## config.mk

```make
export PLATFORM = sky130hd
export DESIGN_NAME = shifter_operand_unit
export DESIGN_NICKNAME = d
export VERILOG_FILES = /design/src/rtl/shifter_pkg.sv /design/src/rtl/shift_amount_decode.sv /design/src/rtl/shifter_operand_unit.sv
export SDC_FILE = /design/constraint.sdc
export NUM_CORES = 1
export LEC_CHECK = 0
export BUFFER_PORTS_ARGS = -buffer_cell sky130_fd_sc_hd__buf_4
export CAP_MARGIN = 20
export CORE_UTILIZATION = 48
export CTS_CLUSTER_SIZE = 40
export DETAILED_ROUTE_END_ITERATION = 10
export HOLD_SLACK_MARGIN = 0.12
export MAX_ROUTING_LAYER = met4
export PLACE_DENSITY_LB_ADDON = 0.25
export RECOVER_POWER = 50
export SLEW_MARGIN = 20
export SYNTH_ARGS = -nofsm -noshare
export SYNTH_HDL_FRONTEND = slang
export SYNTH_HIERARCHICAL = 1
export SYNTH_SLANG_ARGS = --single-unit
```

## constraint.sdc

```tcl
create_clock -name CLK -period 1.5 [get_ports CLK]
set_input_delay 0.15 -clock CLK [delete_from_list [all_inputs] [get_ports CLK]]
set_output_delay 0.15 -clock CLK [all_outputs]
set_load 0.005 [all_outputs]
```

## src/rtl/shifter_pkg.sv

```systemverilog
// Shared encodings for the iterative ARM operand-2 shifter: shift codes,
// per-step modes, FSM states and instruction field positions.
package shifter_pkg;

    localparam int I_BIT         = 25;
    localparam int REG_SHIFT_BIT = 4;

    typedef enum logic [1:0] {
        SH_LSL = 2'b00,
        SH_LSR = 2'b01,
        SH_ASR = 2'b10,
        SH_ROR = 2'b11
    } shift_code_e;

    // RRX is a distinct step because the fill bit comes from the carry register.
    typedef enum logic [2:0] {
        MODE_LSL = 3'd0,
        MODE_LSR = 3'd1,
        MODE_ASR = 3'd2,
        MODE_ROR = 3'd3,
        MODE_RRX = 3'd4
    } step_mode_e;

    typedef enum logic [1:0] {
        ST_IDLE  = 2'd0,
        ST_SHIFT = 2'd1,
        ST_DONE  = 2'd2
    } state_e;

endpackage

```

## src/rtl/shift_amount_decode.sv

```systemverilog
// Decodes the operand-2 field into a step mode, a step count and the initial
// working value/carry. A zero count means the initial values are the result.
module shift_amount_decode
    import shifter_pkg::*;
#(
    parameter int DATA_W = 32,
    parameter int CNT_W  = 6
) (
    input  logic [31:0]       ir,
    input  logic [31:0]       rs_val,
    input  logic [DATA_W-1:0] rm_val,
    input  logic              cin,
    output step_mode_e        mode,
    output logic [CNT_W-1:0]  cnt,
    output logic [DATA_W-1:0] init_val,
    output logic              init_carry,
    output logic              fast_path
);

    shift_code_e code;
    logic [7:0]  amt;
    logic [4:0]  imm_n;
    logic        unused;

    assign code   = shift_code_e'(ir[6:5]);
    assign amt    = rs_val[7:0];
    assign imm_n  = ir[11:7];
    assign unused = ^{ir[31:26], ir[24:12], rs_val[31:8]};

    always_comb begin
        mode       = MODE_LSL;
        cnt        = '0;
        init_val   = rm_val;
        init_carry = cin;
        if (ir[I_BIT]) begin
            mode     = MODE_ROR;
            init_val = {{(DATA_W-8){1'b0}}, ir[7:0]};
            cnt      = CNT_W'({ir[11:8], 1'b0});
        end else if (!ir[REG_SHIFT_BIT]) begin
            mode = step_mode_e'({1'b0, ir[6:5]});
            cnt  = CNT_W'(imm_n);
            if (imm_n == 5'd0) begin
                case (code)
                    SH_LSL:         cnt = '0;
                    SH_LSR, SH_ASR: cnt = CNT_W'(32);
                    SH_ROR: begin
                        mode = MODE_RRX;
                        cnt  = CNT_W'(1);
                    end
                endcase
            end
        end else if (!ir[7]) begin
            mode = step_mode_e'({1'b0, ir[6:5]});
            if (amt != 8'd0) begin
                case (code)
                    SH_LSL, SH_LSR: begin
                        // Shifting 33+ places clears everything including the carry.
                        if (amt > 8'd32) begin
                            init_val   = '0;
                            init_carry = 1'b0;
                        end else begin
                            cnt = CNT_W'(amt);
                        end
                    end
                    SH_ASR: cnt = (amt > 8'd32) ? CNT_W'(32) : CNT_W'(amt);
                    SH_ROR: begin
                        if (amt[4:0] == 5'd0) init_carry = rm_val[DATA_W-1];
                        else                  cnt = CNT_W'(amt[4:0]);
                    end
                endcase
            end
        end
        fast_path = (cnt == '0);
    end

endmodule

```

## src/rtl/shifter_operand_unit.sv

```systemverilog
// Iterative ARM addressing-mode-1 shifter: one bit per cycle, start/done handshake.
// START is taken only in IDLE or DONE; DONE is a one-cycle pulse with the result valid.
module shifter_operand_unit
    import shifter_pkg::*;
#(
    parameter int DATA_W = 32,
    parameter int CNT_W  = 6
) (
    input  logic              CLK,
    input  logic              RST_N,
    input  logic              START,
    input  logic [31:0]       IR,
    input  logic [DATA_W-1:0] RM_VAL,
    input  logic [31:0]       RS_VAL,
    input  logic              CIN,
    output logic [DATA_W-1:0] SHIFTER_OPERAND,
    output logic              SHIFTER_CARRY_OUT,
    output logic              BUSY,
    output logic              DONE,
    output state_e            DBG_STATE
);

    state_e            state_q, state_d;
    step_mode_e        mode_q;
    logic [CNT_W-1:0]  cnt_q;
    logic [DATA_W-1:0] work_q;
    logic              carry_q;

    step_mode_e        dec_mode;
    logic [CNT_W-1:0]  dec_cnt;
    logic [DATA_W-1:0] dec_val;
    logic              dec_carry;
    logic              dec_fast;

    logic [DATA_W-1:0] step_val;
    logic              step_carry;
    logic              accept;
    logic              last_step;

    shift_amount_decode #(.DATA_W(DATA_W), .CNT_W(CNT_W)) u_decode (
        .ir         (IR),
        .rs_val     (RS_VAL),
        .rm_val     (RM_VAL),
        .cin        (CIN),
        .mode       (dec_mode),
        .cnt        (dec_cnt),
        .init_val   (dec_val),
        .init_carry (dec_carry),
        .fast_path  (dec_fast)
    );

    assign accept    = START && (state_q == ST_IDLE || state_q == ST_DONE);
    assign last_step = (state_q == ST_SHIFT) && (cnt_q == CNT_W'(1));

    always_comb begin
        step_val   = work_q;
        step_carry = carry_q;
        case (mode_q)
            MODE_LSL: begin
                step_val   = {work_q[DATA_W-2:0], 1'b0};
                step_carry = work_q[DATA_W-1];
            end
            MODE_LSR: begin
                step_val   = {1'b0, work_q[DATA_W-1:1]};
                step_carry = work_q[0];
            end
            MODE_ASR: begin
                step_val   = {work_q[DATA_W-1], work_q[DATA_W-1:1]};
                step_carry = work_q[0];
            end
            MODE_ROR: begin
                step_val   = {work_q[0], work_q[DATA_W-1:1]};
                step_carry = work_q[0];
            end
            MODE_RRX: begin
                step_val   = {carry_q, work_q[DATA_W-1:1]};
                step_carry = work_q[0];
            end
            default: ;
        endcase
    end

    always_comb begin
        state_d = state_q;
        case (state_q)
            ST_IDLE:  if (START) state_d = dec_fast ? ST_DONE : ST_SHIFT;
            ST_SHIFT: if (last_step) state_d = ST_DONE;
            ST_DONE:  state_d = START ? (dec_fast ? ST_DONE : ST_SHIFT) : ST_IDLE;
            default:  state_d = ST_IDLE;
        endcase
    end

    always_ff @(posedge CLK or negedge RST_N) begin
        if (!RST_N) state_q <= ST_IDLE;
        else        state_q <= state_d;
    end

    always_ff @(posedge CLK or negedge RST_N) begin
        if (!RST_N) begin
            mode_q            <= MODE_LSL;
            cnt_q             <= '0;
            work_q            <= '0;
            carry_q           <= 1'b0;
            SHIFTER_OPERAND   <= '0;
            SHIFTER_CARRY_OUT <= 1'b0;
        end else if (accept) begin
            mode_q  <= dec_mode;
            cnt_q   <= dec_cnt;
            work_q  <= dec_val;
            carry_q <= dec_carry;
            if (dec_fast) begin
                SHIFTER_OPERAND   <= dec_val;
                SHIFTER_CARRY_OUT <= dec_carry;
            end
        end else if (state_q == ST_SHIFT) begin
            work_q  <= step_val;
            carry_q <= step_carry;
            cnt_q   <= cnt_q - CNT_W'(1);
            if (last_step) begin
                SHIFTER_OPERAND   <= step_val;
                SHIFTER_CARRY_OUT <= step_carry;
            end
        end
    end

    assign BUSY      = (state_q == ST_SHIFT);
    assign DONE      = (state_q == ST_DONE);
    assign DBG_STATE = state_q;

endmodule

```

=== Word-level counts from Yosys, hierarchy flattened ===
Index checks and enable logic that the tools add are counted.

* Register bits: 77
* Input port bits: 100
* Output and inout bits: 37

* Equality and inequality tests: 13
* Add/subtract/negate cells: 1
* Reduce and logical (&&, ||, !) cells: 17
* Order comparisons: 1
* Mux-type cells: 49

{| class="wikitable"
|+ Operator list
! kind !! number
|-
| two-way mux 32 bit || 12
|-
| one-hot mux 32 bit (5 select lines) || 1
|-
| two-way mux 6 bit || 9
|-
| one-hot mux 6 bit (3 select lines) || 2
|-
| two-way mux 1 bit || 12
|-
| two-way mux 3 bit || 4
|-
| zero test 5 bit || 2
|-
| two-way mux 2 bit || 5
|-
| greater-than comparator 8 x 6 -> 1 bit, second input constant || 1
|-
| nonzero test 8 bit || 1
|-
| equality test 2 bit, second input constant || 3
|-
| equality test 3 x 2 -> 1 bit, second input constant || 2
|-
| equality test 6 x 1 -> 1 bit, second input constant || 1
|-
| zero test 6 bit || 1
|-
| one-hot mux 2 bit (3 select lines) || 1
|-
| subtractor 6 x 1 -> 6 bit, second input constant || 1
|-
| two-way mux 5 bit || 1
|-
| equality test 2 x 1 -> 1 bit, second input constant || 2
|-
| zero test 2 bit || 2
|-
| inequality test 2 bit, second input constant || 2
|-
| one-hot mux 1 bit (2 select lines) || 2
|-
| nonzero test 2 bit || 2
|-
| OR reduction 2 bit || 2
|-
| OR reduction 4 bit || 1
|-
| 8 further kinds || 9
|}

=== Depth between registers and ports, before layout ===
Gate-level depths: netlist (run 1).

* Depth in word-level cells: 11
* Gate-level depth with buffers: 12
* Depth with buffers taken out: 9

=== Modules after synthesis ===
The synthesis (run 1) kept the hierarchy.

{| class="wikitable"
|+ By module, submodules not included
! module !! times used !! seq. area each (sq um) !! cells an instance !! area each (sq um)
|-
| shifter_operand_unit || 1 || 1926.8 || 456 || 4271.6
|-
| shift_amount_decode || 1 || 0.0 || 97 || 655.6
|}

=== Least setup slack after synthesis (run 1) ===
Ideal clock, no wire load.

* Path type: in2reg
* Start: input port IR[6]
* End: register work_q[24]
* Stages on the path: 10
* Arrival: 1730 ps
* Slack: -309 ps
* Buffers on the path: 1
* Required time: 1421 ps
* Cells stage by stage: inv_1 ha_1 nor2_1 nor3_1 a311oi_2 clkbuf_1 and2_1 nor2_1 a211o_1 a2bb2oi_1

* Cells in the longest elaborated chain, start to end: 8
* Elaborated cells on any way between the ends: 9
* Classes of those cells: 1 x eq/ne; 6 x mux; 2 x reduce/logical

{| class="wikitable"
|+ Ends and longest elaborated chain
! element !! line !! text
|-
| from (decl) || shifter_operand_unit.sv:12 || <nowiki>input logic [31:0] IR,</nowiki>
|-
| equality test 2 x 1 -> 1 bit or zero test 2 bit (tied branches) || shift_amount_decode.sv:55 || <nowiki>case (code)</nowiki>
|-
| OR reduction 2 bit (*) || shift_amount_decode.sv:55 ||
|-
| two-way mux 32 bit (*) || shift_amount_decode.sv:55 ||
|-
| two-way mux 32 bit (*) || shift_amount_decode.sv:54 || <nowiki>if (amt != 8'd0) begin</nowiki>
|-
| two-way mux 32 bit (*) || shift_amount_decode.sv:52 || <nowiki>end else if (!ir[7]) begin</nowiki>
|-
| two-way mux 32 bit (*) || shift_amount_decode.sv:39 || <nowiki>end else if (!ir[REG_SHIFT_BIT]) begin</nowiki>
|-
| two-way mux 32 bit (*) || shift_amount_decode.sv:35 || <nowiki>if (ir[I_BIT]) begin</nowiki>
|-
| via dec_val[24] || shifter_operand_unit.sv:31 || <nowiki>logic [DATA_W-1:0] dec_val;</nowiki>
|-
| two-way mux 32 bit (*) || shifter_operand_unit.sv:106 || <nowiki>end else if (accept) begin</nowiki>
|-
| to (signal assigned) || shifter_operand_unit.sv:109 || <nowiki>work_q <= dec_val;</nowiki>
|-
| to (signal assigned) || shifter_operand_unit.sv:116 || <nowiki>work_q <= step_val;</nowiki>
|-
| to (decl) || shifter_operand_unit.sv:26 || <nowiki>logic [DATA_W-1:0] work_q;</nowiki>
|}

The timed path passes the listed nets; every way through them passes the cells marked *.
A chain may end at the register's enable or synchronous reset.

=== Final worst setup path (run 1) ===
* Start: register mode_q[1]
* End: register SHIFTER_OPERAND[15]

* Cells in the longest elaborated chain, start to end: 5
* Elaborated cells on any way between the ends: 9
* Classes of those cells: 4 x eq/ne; 4 x mux; 1 x reduce/logical

{| class="wikitable"
|+ Ends and longest elaborated chain
! element !! line !! text
|-
| from (decl) || shifter_operand_unit.sv:24 || <nowiki>step_mode_e mode_q;</nowiki>
|-
| from (signal assigned) || shifter_operand_unit.sv:107 || <nowiki>mode_q <= dec_mode;</nowiki>
|-
| equality test 3 bit (tied with other cells) || shifter_operand_unit.sv:58 || <nowiki>case (mode_q)</nowiki>
|-
| one-hot mux 32 bit (5 select lines) (*) || shifter_operand_unit.sv:58 ||
|-
| two-way mux 32 bit (*) || shifter_operand_unit.sv:119 || <nowiki>if (last_step) begin</nowiki>
|-
| two-way mux 32 bit (*) || shifter_operand_unit.sv:115 || <nowiki>end else if (state_q == ST_SHIFT) begin</nowiki>
|-
| two-way mux 32 bit (*) || shifter_operand_unit.sv:106 ||
|-
| to (signal assigned) || shifter_operand_unit.sv:112 || <nowiki>SHIFTER_OPERAND <= dec_val;</nowiki>
|-
| to (signal assigned) || shifter_operand_unit.sv:120 || <nowiki>SHIFTER_OPERAND <= step_val;</nowiki>
|-
| to (decl) || shifter_operand_unit.sv:16 || <nowiki>output logic [DATA_W-1:0] SHIFTER_OPERAND,</nowiki>
|}

Mark *: on every way between the ends. The rest lies on a longest branch, timed or not. The select of a mux whose other input is x is not followed.

==> impl_metrics.tcl, run 1 <==
set metrics [dict create \
    wire_per_inst_um 23.9 \
    gr-usage-all-layers_pct 32.8 \
    min_path_type "in -> reg" \
    ys_ff_latch 77 \
    gp_congestion 0.989 \
    timing.rr.start "mode_q[1]" \
    hpwl_mm 10.6 \
    worstMarginPinSlew_ns 0.911 \
    ys_warn_count 6 \
    vias 5683 \
    rows 36 \
    core_um2 9860 \
    placed_cell_area_um2 6310 \
    h-tree-depth 3 \
    initial_core_util_pct 49.9 \
    startpoint "mode_q[1]" \
    fp.dieH_um 103 \
    max-vdd-ir-drop_mv 1.43 \
    worst_skew_pair.late_latency_ns 0.37 \
    cp.required_ns 1.79 \
    power_frac_clock_pct 9.9 \
    syn_area_um2 4930 \
    drv_cap 0 \
    design_area_um2 7860 \
    grt_pass1_wl_mm 25.8 \
    grtUsageMet1_pct 42.2 \
    grt_overflow_total 0 \
    p_int_mw 9.50 \
    area_growth_pct 59.4 \
    reg2reg_depth 7 \
    synthesis.nets 659 \
    clk_path_buf_depth 2 \
    finish.net_count 817 \
    syn-instance-count 553 \
    setup_ws_ns -0.250 \
    diodes 0 \
    outcome "complete, but fails checks" \
    setup_tns_ns -10.69 \
    drtIter0Drc 563 \
    detail-route-antenna-nets 0 \
    die_area_um2 10700 \
    final_util_pct 79.6 \
    rrSetupSlack_ns -0.25 \
    grt_start_max_net_pins 33 \
    cts.sinks 77 \
    synth_flop_cell "dfrtp_1" \
    hold-path-endpoint "cnt_q[4]" \
    placed_cells 799 \
    fmax_mhz 571 \
    pre_cts_slack_ns -0.499 \
    ys_async_sr_fraction_pct 100 \
    numCtsBuffers 9 \
    worstSetupPathType "reg -> reg" \
    synth_area_per_cell_um2 8.91 \
    fp.dieW_um 103 \
    cts_root_buffer "clkbuf_8" \
    hold_viol_final 0 \
    power_frac_comb_pct 65.1 \
    period_needed_ns 1.75 \
    drc 0 \
    crit_fanout 7 \
    io_pins 137 \
    portBuffers 93 \
    grt.busiest_layer "met2" \
    setup-violations-final 66 \
    violations "negative setup slack" \
    power_density_nw_per_um2 2130 \
    layout_commonest_cell "buf_4" \
    maxSlewViolCount 0 \
    drt_wl_total_mm 20.3 \
    holdPathStages 5 \
    vias_per_cell 6.71 \
    grt_use_met2_pct 49.4 \
    drive_above_1_share_pct 52.2 \
    p_sw_mw 7.24 \
    synth_edf_count 0 \
    antenna_found_initial 0 \
    switching_share_pct 43.3 \
    end_kind "register" \
    ys_types 66 \
    max-slew-margin-rel_pct 39.3 \
    cts_tree "done" \
    final_cell_mix "buf_4 (142), dfrtp_1 (75), nand2_1 (46)" \
    seq_power_share_pct 25.1 \
    final_cells 847 \
    fin_skew_ns 0.0131 \
    drt_pass1_iterations 7 \
    rsz0062_at_grt "yes" \
    use_met3_pct 6.38 \
    start_kind "register" \
    clk_pin_slew_ns 0.09 \
    first_global_vias 5106 \
    p_leak_nw 3.24 \
    synth-seq-area-share_pct 39.1 \
    r2r_end "SHIFTER_OPERAND[15]" \
    hold_path_startpoint "IR[11]" \
    arrival_ns 2.04 \
    fin_crit_sh_pct 117 \
]
[power by group through the flow]
stage | sequential, mW | combinational (mW) | clock [mW]
floorplan | 3.74 | 4.60 | 0
global placement | 3.86 | 6.82 | 0
detailed placement | 3.91 | 7.05 | 0
CTS | 3.96 | 8.09 | 1.62
global route | 4.27 | 11.5 | 1.73
finish | 4.20 | 10.9 | 1.65
[worst max-delay path by stage]
stage	slack (ns)	to	cells past startpoint
floorplan	-0.16	SHIFTER_OPERAND[28]	12
global placement	-0.40	SHIFTER_OPERAND[27]	10
detailed placement	-0.50	SHIFTER_OPERAND[24]	10
CTS	-0.11	SHIFTER_OPERAND[27]	8
global route	-0.30	work_q[22]	6
finish	-0.25	SHIFTER_OPERAND[15]	7
[state kept, by name, indices dropped and copies added, names as in the netlist]
name,count
SHIFTER_OPERAND,32
work_q,32
cnt_q,6
mode_q,3
DBG_STATE,2
SHIFTER_CARRY_OUT,1
carry_q,1
[cell type report]
cell class,instances,area [µm²]
Clock buffer,11,141
Clock inverter,3,46.3
Fill cell,551,2010
Inverter,15,61.3
Multi-Input combinational cell,412,3610
Sequential cell,77,1930
Tap cell,133,166
Timing Repair Buffer,196,1900
[cell usage after synthesis, types with 2 or more instances]
cell type | n | area share, %
a211o_1 | 3 | 0.53
a211oi_1 | 3 | 0.46
a21oi_1 | 43 | 4.4
a221o_1 | 3 | 0.61
a221oi_2 | 2 | 0.61
a22o_1 | 13 | 2.3
a22oi_1 | 2 | 0.30
a2bb2oi_1 | 25 | 4.4
a32oi_1 | 2 | 0.36
and2_1 | 25 | 3.2
buf_2 | 17 | 1.7
buf_4 | 14 | 2.1
buf_6 | 6 | 1.4
clkbuf_1 | 12 | 0.91
dfrtp_1 | 77 | 39
ha_1 | 6 | 1.5
inv_1 | 12 | 0.91
inv_2 | 2 | 0.15
mux2i_1 | 5 | 1.0
nand2_1 | 49 | 3.7
nand2b_1 | 4 | 0.51
nand3_1 | 5 | 0.51
nand4b_1 | 2 | 0.36
nor2_1 | 28 | 2.1
nor2b_1 | 2 | 0.25
nor3_1 | 6 | 0.61
nor3b_1 | 3 | 0.46
nor4_1 | 4 | 0.51
o2111ai_1 | 2 | 0.36
o211ai_1 | 23 | 3.5
o21ai_0 | 46 | 4.7
o21ai_1 | 26 | 2.6
o221ai_1 | 4 | 0.71
o22ai_1 | 2 | 0.25
o2bb2ai_1 | 18 | 3.2
o31ai_1 | 2 | 0.30
or2b_1 | 2 | 0.30
or3_1 | 22 | 2.8
or3_4 | 2 | 0.46
or4_1 | 2 | 0.30
xnor2_1 | 2 | 0.36
[repair_timing]
item                                    in CTS  in global routing
resized for setup                           86                134
endpoints found under the setup margin      68                 71
hold endpoints to repair                    59                  0
buffers inserted                            11                 15
hold buffers                                 1                  0
pin swaps                                   59                 62
gates cloned                                 5                  5
[metrics by stage]
stage	hold slack [ns]	power, mW
2_1_floorplan	-0.146	8.33
3_3_place_gp	0.124	10.7
3_5_place_dp	0.130	11.0
4_1_cts	0.147	13.7
5_1_grt	0.175	17.5
6_report	0.142	16.7
[routing by layer]
metal	wire length (µm)	share of wire, %	vias up
li1	-	-	2384
met1	7510	37	2734
met2	9580	47	425
met3	1840	9.1	140
met4	1360	6.7	0
met5	0	0	-
[logic make-up after synthesis]
logic type,count (synthesis),share of synthesized area [%]
xor gates and xnor gates,3,0.533
DFF,77,39.1
and+or+nand+nor,165,17.7
adders and majority gates,6,1.52
buffers and inverters,65,7.36
muxes,6,1.24
AOI/OAI and AO/OA,231,32.5
[critical path, stage by stage, from the launching register on]
cell and delay (ns):
dfrtp_2 0.48, buf_6 0.17, nor2_4 0.22, buf_6 0.20, clkbuf_16 0.15, o211ai_1 0.10, o2bb2ai_1 0.19, o21ai_1 0.15
(Power assumes the default switching activity.)
==> run 2, diff against run 1 <==
--- a/config.mk
+++ b/config.mk
@@ -19,3 +19,4 @@
 export SYNTH_HDL_FRONTEND = slang
 export SYNTH_HIERARCHICAL = 1
 export SYNTH_SLANG_ARGS = --single-unit
+export TNS_END_PERCENT = 10
==> run 2 against run 1 <==
  * The run still ends with negative setup slack left
  * Final cell count decreased by 2.2%
  * Sequential share of layout area grew 3.1 points
  * Core utilization is 9.0 points lower
  * Critical path depth grew 5
  * Maximum frequency rose by 3.4%
  * Die area unchanged
  * Largest power group unchanged
  * Global-route usage down 2.7 points
  * First-iteration DRC count decreased by 34%
  * Sequential power decreased by 4%
  * Cell area is 11% lower
  * Via count shrank 11%
  * Clock power decreased by 5%
==> impl_metrics.tcl, run 2 (same netlist as run 1, synthesis figures left out) <==
set metrics [dict create \
    start_kind "primary input" \
    numCtsBuffers 9 \
    fin_crit_sh_pct 113 \
    clk_pin_slew_ns 0.08 \
    p_int_mw 7.97 \
    drt_wl_total_mm 15.3 \
    finish.net_count 798 \
    cp_num_buf_inv 5 \
    layout_commonest_cell "buf_4" \
    outcome "complete, but fails checks" \
    switching_share_pct 41.0 \
    first_global_vias 4810 \
    hold_slack_ns 0.195 \
    rsz0062_at_grt "yes" \
    violations "negative setup slack" \
    crit_family "buffers and inverters" \
    startpoint "IR[8]" \
    fin_skew_ns 0.00711 \
    cp_slowest_cell "nor4_4" \
    gp_congestion 0.922 \
    setup-violations-final 54 \
    fmax_mhz 591 \
    initial_core_util_pct 49.9 \
    gr-usage-all-layers_pct 30.1 \
    core_um2 9860 \
    placed_cells 808 \
    power_mw 13.5 \
    arrival_ns 1.93 \
    drc 0 \
    vias 5082 \
    drive_above_1_share_pct 42.7 \
    power_frac_comb_pct 58.6 \
    portBuffers 93 \
    fp.dieH_um 103 \
    crit_chain "buf_8 -> buf_12 -> nor4_4 -> buf_4 -> nand4b_1 -> o31ai_2 -> nor3_2 -> a32oi_2 -> inv_2 -> buf_12 -> o21ai_0 -> o21ai_1" \
    detail-route-antenna-nets 0 \
    fp.dieW_um 103 \
    die_area_um2 10700 \
    design_area_um2 6970 \
    maxSlewViolCount 0 \
    cp_common_cell "buf_12" \
    worstSetupPathType "in -> reg" \
    pre_cts_slack_ns -0.561 \
    io_pins 137 \
    p_sw_mw 5.54 \
    timing.rr.start "cnt_q[0]" \
    hpwl_mm 10.7 \
    drv_cap 0 \
    slowest_delay_ns 0.36 \
    rows 36 \
    hold_path_startpoint "RS_VAL[3]" \
    period_needed_ns 1.69 \
    vias_per_cell 6.14 \
    end_kind "register" \
    p_leak_nw 2.96 \
    cts_tree "done" \
    final_cell_mix "buf_4 (155), dfrtp_1 (76), nand2_1 (43)" \
    drtIter0Drc 369 \
    setup_tns_ns -6.16 \
    area_growth_pct 41.5 \
    grt_pass1_wl_mm 24.0 \
    setup_ws_ns -0.193 \
    crit_fanout 22 \
    final_cells 828 \
    clk_path_buf_depth 2 \
    worst_skew_pair.late_latency_ns 0.35 \
    placed_cell_area_um2 6390 \
    worstMarginPinSlew_ns 1.00 \
    h-tree-depth 3 \
    seq_power_share_pct 29.8 \
    cp.required_ns 1.73 \
    diodes 0 \
    power_frac_clock_pct 11.6 \
    cts.sinks 77 \
    power_density_nw_per_um2 1940 \
    nFillCells 751 \
    max-vdd-ir-drop_mv 1.52 \
    final_util_pct 70.7 \
    min_path_type "in -> reg" \
    max-slew-margin-rel_pct 33.0 \
    largestRegisters "SHIFTER_OPERAND: 32 flops, work_q: 32 flops, cnt_q: 6 flops" \
    hold_viol_final 0 \
    antenna_found_initial 0 \
    grt_start_max_net_pins 78 \
    cts_root_buffer "clkbuf_8" \
    wire_per_inst_um 18.5 \
    grt_overflow_total 0 \
    drt_pass1_iterations 5 \
]
==> run 2: cell count changes in the layout (fill, tap and decap cells not counted), sizes merged <==
cell,before,now
buf,188,176
clkbuf,17,11
bufbuf,1,0
clkinv,1,2
clkinvlp,1,2
inv,15,14
or2,2,1
==> run 2: repair_timing <==
item	in CTS	in global routing
setup endpoints to repair	62	68
hold endpoints to repair	77	0
hold buffers	1	0
pin swaps	10	14
buffers inserted	2	3
gates cloned	0	0
gates resized for setup	37	63
==> run 2: path summary, 6_finish.rpt <==
kind,endpoint,slack [ns],depth (start not counted)
setup / recovery,SHIFTER_OPERAND[20],-0.19,12
hold reg to reg,SHIFTER_OPERAND[5],0.49,2
hold / removal,cnt_q[3],0.19,4
max in group asynchronous,mode_q[0],0.19,3
min in group asynchronous,SHIFTER_OPERAND[6],0.57,3
setup reg to reg,SHIFTER_OPERAND[20],-0.13,8
==> run 2: layout make-up <==
class | instances | area, µm² | area share (%)
clock inverter | 4 | 50.0 | 0.718
inverter | 15 | 58.8 | 0.843
multi-input combinational | 411 | 3090 | 44.3
sequential | 77 | 1930 | 27.7
clock buffer | 10 | 138 | 1.97
tap | 133 | 166 | 2.39
timing repair buffer | 178 | 1540 | 22.1
==> run 2: worst min-delay path: stages <==
cell and delay, ns:
buf_4 0.11, a22o_1 0.13, nand2_1 0.04, o21ai_0 0.07
==> run 2: power groups by stage <==
stage / Clock, mW / Combinational (mW) / Sequential, mW
after floorplan: 0 / 4.52 / 3.74
after global placement: 0 / 6.90 / 3.85
after detailed placement: 0 / 7.08 / 3.91
after CTS: 1.59 / 7.30 / 3.91
after global routing: 1.68 / 8.63 / 4.14
final: 1.57 / 7.91 / 4.03
==> run 2: layer usage <==
layer / vias up / track usage (%) / share of wire, % / wire [µm]
met4: 0 / 9.97 / 2.7 / 413
met2: 229 / 47.9 / 48 / 7350
met1: 2483 / 39.0 / 43 / 6650
met5: - / - / 0 / 0
met3: 39 / 5.44 / 6.1 / 940
li1: 2331 / - / - / -
